[config.mk]
export PLATFORM = sky130hd
export DESIGN_NAME = seq_shift_add_multiplier
export DESIGN_NICKNAME = d
export VERILOG_FILES = /design/src/rtl/seq_shift_add_multiplier.sv
export SDC_FILE = /design/constraint.sdc
export NUM_CORES = 1
export LEC_CHECK = 0
export BUFFER_PORTS_ARGS = -buffer_cell sky130_fd_sc_hd__buf_2
export CAP_MARGIN = 20
export CORE_MARGIN = 2
export CORE_UTILIZATION = 50
export DETAILED_ROUTE_END_ITERATION = 10
export GPL_ROUTABILITY_DRIVEN = 0
export PLACE_DENSITY = 0.77
export SKIP_CTS_REPAIR_TIMING = 1
export SYNTH_ARGS = -nofsm -noshare
export SYNTH_HDL_FRONTEND = slang
export SYNTH_SLANG_ARGS = --single-unit
[constraint.sdc]
create_clock -name clk -period 2.5 [get_ports clk]
set_clock_uncertainty 0.1 [all_clocks]
set_input_delay 0.5 -clock clk [delete_from_list [all_inputs] [get_ports clk]]
set_output_delay 0.5 -clock clk [all_outputs]
set_load 0.03 [all_outputs]
[src/rtl/seq_shift_add_multiplier.sv]
// Sequential shift-add multiplier: |a|*|b| over WIDTH RUN cycles, with the product sign alongside.
// Optional EARLY_TERM_EN: finish as soon as the remaining multiplier bits are all zero.
module seq_shift_add_multiplier #(
  parameter int WIDTH = 8
) (
  input  logic               clk,
  input  logic               rst,
  input  logic               start,
  input  logic [WIDTH-1:0]   a,
  input  logic [WIDTH-1:0]   b,
  output logic               busy,
  output logic               done,
  output logic [2*WIDTH-1:0] prod_mag,
  output logic               sign_x
);
  localparam int PW = 2 * WIDTH;
  localparam int CW = $clog2(WIDTH + 1);

  typedef enum logic [1:0] {S_IDLE, S_RUN, S_DONE} state_e;

  state_e          state_q;
  logic [PW-1:0]   mcand_q, acc_q, prod_q;
  logic [WIDTH-1:0] mplier_q;
  logic [CW-1:0]   cnt_q;
  logic            sgn_q, sign_q, busy_q, done_q;

  logic [WIDTH-1:0] mag_a_d, mag_b_d, mplier_d;
  logic [PW-1:0]    acc_d;
  logic             sgn_d, last_d;

  always_comb begin
    // The most-negative operand negates to 2^(WIDTH-1), which still fits unsigned.
    mag_a_d  = a[WIDTH-1] ? (~a + WIDTH'(1)) : a;
    mag_b_d  = b[WIDTH-1] ? (~b + WIDTH'(1)) : b;
    sgn_d    = (a[WIDTH-1] ^ b[WIDTH-1]) & (|a) & (|b);
    acc_d    = mplier_q[0] ? (acc_q + mcand_q) : acc_q;
    mplier_d = mplier_q >> 1;
`ifdef EARLY_TERM_EN
    last_d   = (cnt_q == CW'(WIDTH - 1)) || (mplier_d == '0);
`else
    last_d   = (cnt_q == CW'(WIDTH - 1));
`endif
  end

  always_ff @(posedge clk) begin
    if (rst) begin
      state_q  <= S_IDLE;
      mcand_q  <= '0;
      mplier_q <= '0;
      acc_q    <= '0;
      cnt_q    <= '0;
      sgn_q    <= 1'b0;
      prod_q   <= '0;
      sign_q   <= 1'b0;
      busy_q   <= 1'b0;
      done_q   <= 1'b0;
    end else begin
      case (state_q)
        S_IDLE, S_DONE: begin
          done_q <= 1'b0;
          if (start) begin
            mcand_q  <= {{WIDTH{1'b0}}, mag_a_d};
            mplier_q <= mag_b_d;
            acc_q    <= '0;
            cnt_q    <= '0;
            sgn_q    <= sgn_d;
            busy_q   <= 1'b1;
            state_q  <= S_RUN;
          end else begin
            state_q  <= S_IDLE;
          end
        end
        S_RUN: begin
          acc_q    <= acc_d;
          mcand_q  <= mcand_q << 1;
          mplier_q <= mplier_d;
          cnt_q    <= cnt_q + CW'(1);
          if (last_d) begin
            prod_q  <= acc_d;
            sign_q  <= sgn_q;
            done_q  <= 1'b1;
            busy_q  <= 1'b0;
            state_q <= S_DONE;
          end
        end
        default: state_q <= S_IDLE;
      endcase
    end
  end

  assign busy     = busy_q;
  assign done     = done_q;
  assign prod_mag = prod_q;
  assign sign_x   = sign_q;

endmodule
==> impl_metrics.yaml, run 1 <==
run_status:
  status: "completed"
routing:
  routed_wirelength_um: 8760
  postRouteAntennaNets: 0
  drt-pass1-iter-count: 5
  post_drt_wl_per_cell_um: 15.2
  vias: 3331
  drc: 0
  dr.first_iter.drc_count: 170
  routed_via_density: 5.79
synthesis:
  synth_cells: 438
  ys_ff_latch: 66
  synth_edf_count: 0
  synth.net_count: 476
  ys.warnings.count: 0
  ys_seq_area_share_pct: 36.5
  syn_area_per_cell_um2: 8.26
  synthesis.area_mm2: 0.00362
  ys_async_sr_fraction_pct: 0
  synthFlopType: "dfxtp_1"
  synth.distinct_cells: 53
clock_network:
  cts.sinks: 66
  cts_buffers: 9
  cts_root_buf: "clkbuf_8"
  ctsHtreeMaxLevel: 3
  cts_tree: "yes"
  clk_pin_slew_ns: 0.08
  clk_latency_ns: 0.35
  cts_buffer_depth: 2
die:
  core_region_area_mm2: 0.00714
  die_y_um: 89.1
  rows: 31
  dieArea_mm2: 0.00794
  io_pins: 38
  start_util_pct: 50.7
  die_w_um: 89.1
setup_path:
  start_kind: "flop"
  critical_path_required_ns: 2.66
  r2r_cells: 8
  worstSetupEndpointType: "flop"
  path_max_fanout: 3
  path_class: "reg -> reg"
  worstPathArrival_ns: 2.54
sta:
  fmax_mhz: 420
  finalHoldViolCount: 0
  relSlewSlack_pct: 57.5
  worstMarginPinSlew_ns: 0.637
  fin_crit_sh_pct: 95.3
  final.min_clock_period_ns: 2.38
  maxSlewViolCount: 0
  setup_violations: 0
  finalSetupTns_ns: 0
  rsz0062_at_grt: "false"
placement:
  dp.cells: 559
  port_buffers: 37
  dp_hpwl_um: 6360
  place_area_mm2: 0.00391
finish:
  fin_cells: 575
  final_nets: 509
  drive_gt1_share_pct: 16.6
  antennaDiodeCount: 0
  synthToLayoutAreaGrowth_pct: 13.7
  design_area_mm2: 0.00412
worst_hold_path:
  hold_path.class: "in -> reg"
  whs_path_depth: 3
grt:
  grt_util_all_layers_pct: 23.3
  antenna_found_initial: 0
  grt-ovfl-total: 0
  grt_pass1_wl_um: 14200
  grt_pass1_vias: 2951
  grt_max_degree: 32
pwr:
  power_mw: 2.19
  p_per_area_mw_per_mm2: 533
  p_leak_nw: 1.62
  ir_worst_vdd_uv: 277
job:
  drv_cap: 0
==> state kept, by name, indices dropped and copies added, names as in the netlist, 2 cells and up <==
name and cells:
acc_q 16, cnt_q 4, mcand_q 16, mplier_q 8
prod_mag 16, state_q 2
==> cells by family (layout without fill, tap and decap cells) <==
| logic type | after synthesis | count (layout) | share of synthesized area, % |
|---|---|---|---|
| buf+inv | 36 | 74 | 4.32 |
| xor+xnor | 21 | 21 | 5.08 |
| fa+ha+maj | 19 | 19 | 6.78 |
| simple gates | 156 | 156 | 19.9 |
| flops | 66 | 66 | 36.5 |
| mux | 11 | 11 | 3.11 |
| compound gates | 129 | 129 | 24.3 |
==> worst paths after layout <==
check	end	slack, ns	from
worst max-delay path	prod_mag[12]	0.12	mcand_q[0]
worst min-delay path	mcand_q[0]	0.33	a[0]
worst max register to register	prod_mag[12]	0.12	mcand_q[0]
worst min register to register	mplier_q[7]	0.36	mplier_q[7]
==> layer usage <==
metal	GRT usage [%]	part of all wire [%]	wire, um
met1	29.1	45	3950
met2	38.0	47	4150
met3	5.63	4.5	397
met4	10.4	2.9	257
met5	0	0	0
==> synthesized netlist by cell type (3+ instances only) <==
cell type	n	share of area [%]
dfxtp_1	66	37
nor2_1	56	5.8
nand2_1	47	4.9
a21oi_1	42	5.8
a22oi_1	27	5.6
clkbuf_1	19	2.0
ha_1	18	6.2
xnor2_1	16	3.9
o21ai_0	13	1.8
nand3_1	12	1.7
a211oi_1	9	1.9
mux2i_1	9	2.5
inv_1	8	0.83
nand3b_1	8	1.7
nand2b_1	7	1.2
nor3_1	7	0.97
a21o_1	5	1.0
a311oi_1	5	1.2
xor2_1	5	1.2
nand4_1	4	0.69
nor2b_1	4	0.69
o211ai_1	4	0.83
o31ai_1	4	0.83
a21boi_0	3	0.62
buf_1	3	0.31
==> through the flow <==
step / hold WS, ns / util (%) / worst slack, ns
after detailed placement: 0.352 / 54.8 / 0.112
after global routing: 0.362 / 57.7 / 0.0159
after global placement: 0.341 / 54.8 / 0.163
after CTS: 0.321 / 57.4 / 0.0635
final: 0.334 / 57.7 / 0.117
after floorplan: 0.332 / - / 0.223
==> report_power, final <==
| group | internal, mW | leakage [nW] | total, mW | switching (mW) |
|---|---|---|---|---|
| Clock | 0.376 | 0.0848 | 0.840 | 0.464 |
| Sequential | 1.08 | 0.535 | 1.10 | 0.0250 |
| Combinational | 0.0911 | 0.996 | 0.250 | 0.159 |
| Total | 1.54 | 1.62 | 2.19 | 0.648 |
==> layout by cell type, fill, tap and decap left out, drive strengths merged, types with 2 or more instances in the layout <==
cell	Yosys	routed
nor4	2	2
clkbuf	19	9
a21oi	42	42
a311oi	5	5
o21ai	13	13
nand3	12	12
dfxtp	66	66
inv	8	12
nand2b	7	7
xnor2	16	16
clkinvlp	0	3
a2111oi	3	3
ha	18	18
nand4	4	4
a221oi	2	2
o31ai	4	4
nand2	47	47
a211oi	11	11
buf	7	49
nand3b	8	8
a22oi	27	27
nor2b	4	4
mux2i	9	9
nor3	7	7
a21boi	3	3
mux2	2	2
nor2	56	56
a21o	5	5
and4	2	2
o21a	2	2
xor2	5	5
or3	2	2
o211ai	5	5
==> final cells by class <==
| type | instances | area, um^2 |
|---|---|---|
| multi-input cells | 336 | 2160 |
| well taps | 99 | 124 |
| flip-flops and latches | 66 | 1320 |
| fillers | 690 | 3020 |
| clock buffers | 9 | 124 |
| clock inverters | 7 | 60.1 |
| repair buffers | 49 | 288 |
| inverters | 9 | 33.8 |
==> worst max-delay path, cell delays in order (launching register included) <==
cell and delay, ns:
dfxtp_1 0.34, ha_1 0.24, fa_1 0.43, a21oi_2 0.19
o2111ai_2 0.18, a31o_2 0.27, a21oi_1 0.17, xor2_1 0.10
a311oi_1 0.27
Power figures use the tool's default switching activity.
==> run 2: changes to the inputs <==
- SETUP_SLACK_MARGIN: unset -> 0.2
==> run 2 against run 1 <==
Net effect:
- core utilization increased by 1.3 points
- clock power is essentially flat
- critical path depth rose by 1
- non-clock buffer count grew 1
- register-to-register slack better by 0.12 ns
- worst setup slack gained 0.12 ns
- flip-flop and latch count unchanged
- power increased by 0.48%
- global-route usage unchanged
- largest cell class unchanged
- largest power group unchanged
==> impl_metrics.yaml, run 2 (synthesis gave the netlist of run 1 again) <==
finish:
  layout_commonest_cell: "dfxtp_1"
  fillers: 673
  layout_common_cells: "dfxtp_1 (64), nor2_1 (55), nand2_1 (47)"
  finalCoreUtilization_pct: 59.0
  final_nets: 510
  synthToLayoutAreaGrowth_pct: 16.3
  drive_gt1_share_pct: 19.3
  antennaDiodeCount: 0
sta:
  maxSlewViolCount: 0
  relSlewSlack_pct: 56.0
  worstMarginPinSlew_ns: 0.658
  rsz0062_at_grt: "true"
  fin_ws_ns: 0.240
  final.min_clock_period_ns: 2.26
  fin_crit_sh_pct: 90.4
  setup_violations: 0
  holdWs_ns: 0.330
  finalSetupTns_ns: 0
  finalHoldViolCount: 0
  fmax_mhz: 443
clock_network:
  clk_latency_ns: 0.36
  cts_tree: "yes"
  cts_buffers: 9
  cts_root_buf: "clkbuf_8"
  cts_buffer_depth: 2
  ctsHtreeMaxLevel: 3
  clk_pin_slew_ns: 0.08
  cts.sinks: 66
routing:
  drc: 0
  dr.first_iter.drc_count: 195
  routed_via_density: 5.81
  routed_wirelength_um: 8910
  post_drt_wl_per_cell_um: 15.5
  postRouteAntennaNets: 0
  drt-pass1-iter-count: 4
  vias: 3349
worst_hold_path:
  hold_path.class: "in -> reg"
pwr:
  ir_worst_vdd_uv: 276
  p_leak_nw: 1.61
  p_per_area_mw_per_mm2: 523
grt:
  grt-ovfl-total: 0
  antenna_found_initial: 0
  grt_pass1_wl_um: 14200
  grt_pass1_vias: 2951
  grt_util_all_layers_pct: 23.3
  grt_max_degree: 32
setup_path:
  path_class: "reg -> reg"
  worstSetupEndpointType: "flop"
  start_kind: "flop"
  worstPathArrival_ns: 2.43
  critical_path_required_ns: 2.67
  path_max_fanout: 3
die:
  core_region_area_mm2: 0.00714
  rows: 31
  die_w_um: 89.1
  start_util_pct: 50.7
  dieArea_mm2: 0.00794
  io_pins: 38
  die_y_um: 89.1
placement:
  port_buffers: 37
  pre_cts_slack_ns: 0.112
  dp_hpwl_um: 6360
job:
  drv_cap: 0
run_status:
  status: "completed"
==> run 2: worst max-delay path, stage by stage, from the launching register on <==
cell and delay (ns):
dfxtp_2 0.34, ha_2 0.20, fa_2 0.38, a21oi_2 0.20, buf_4 0.15, o21ai_1 0.08, a21oi_1 0.23, xnor2_1 0.22
nand2_1 0.11, a211oi_2 0.17
==> run 2: metal layers <==
metal  global-route usage (%)  wire (um)  up-vias  share of wire (%)
met5                        0          0        -                  0
met4                     10.4        261        0                2.9
met3                     5.63        540       22                6.1
met2                     38.0       4340      107                 49
met1                     29.1       3770     1566                 42
li1                         -          -     1654                  -
==> run 2: power breakdown <==
group          internal (mW)  switching (mW)
sequential              1.08          0.0275
clock                  0.376           0.464
combinational         0.0973           0.161
==> run 2: cell type report <==
class / instances / area [um^2] / share of cell area [%]
inverter: 9 / 33.8 / 0.803
sequential: 66 / 1320 / 31.5
clock buffer: 9 / 124 / 2.94
tap: 99 / 124 / 2.94
multi-input combinational: 336 / 2250 / 53.4
timing repair buffer: 50 / 295 / 7.02
clock inverter: 7 / 60.1 / 1.43
==> run 2: final timing paths <==
path	from	to	cells past startpoint	slack, ns
setup / recovery	acc_q[0]	prod_mag[6]	9	0.24
hold / removal	a[0]	mcand_q[0]	3	0.33
setup reg to reg	acc_q[0]	prod_mag[6]	9	0.24
hold reg to reg	mplier_q[7]	mplier_q[7]	2	0.36
==> run 2: metrics by stage <==
step | total power, mW | area, um^2 | cells
after floorplan | 1.30 | 3620 | 438
after global placement | 1.36 | 3910 | 559
after detailed placement | 1.37 | 3910 | 559
after CTS | 2.21 | 4100 | 575
after global routing | 2.29 | 4210 | 576
final | 2.20 | 4210 | 576
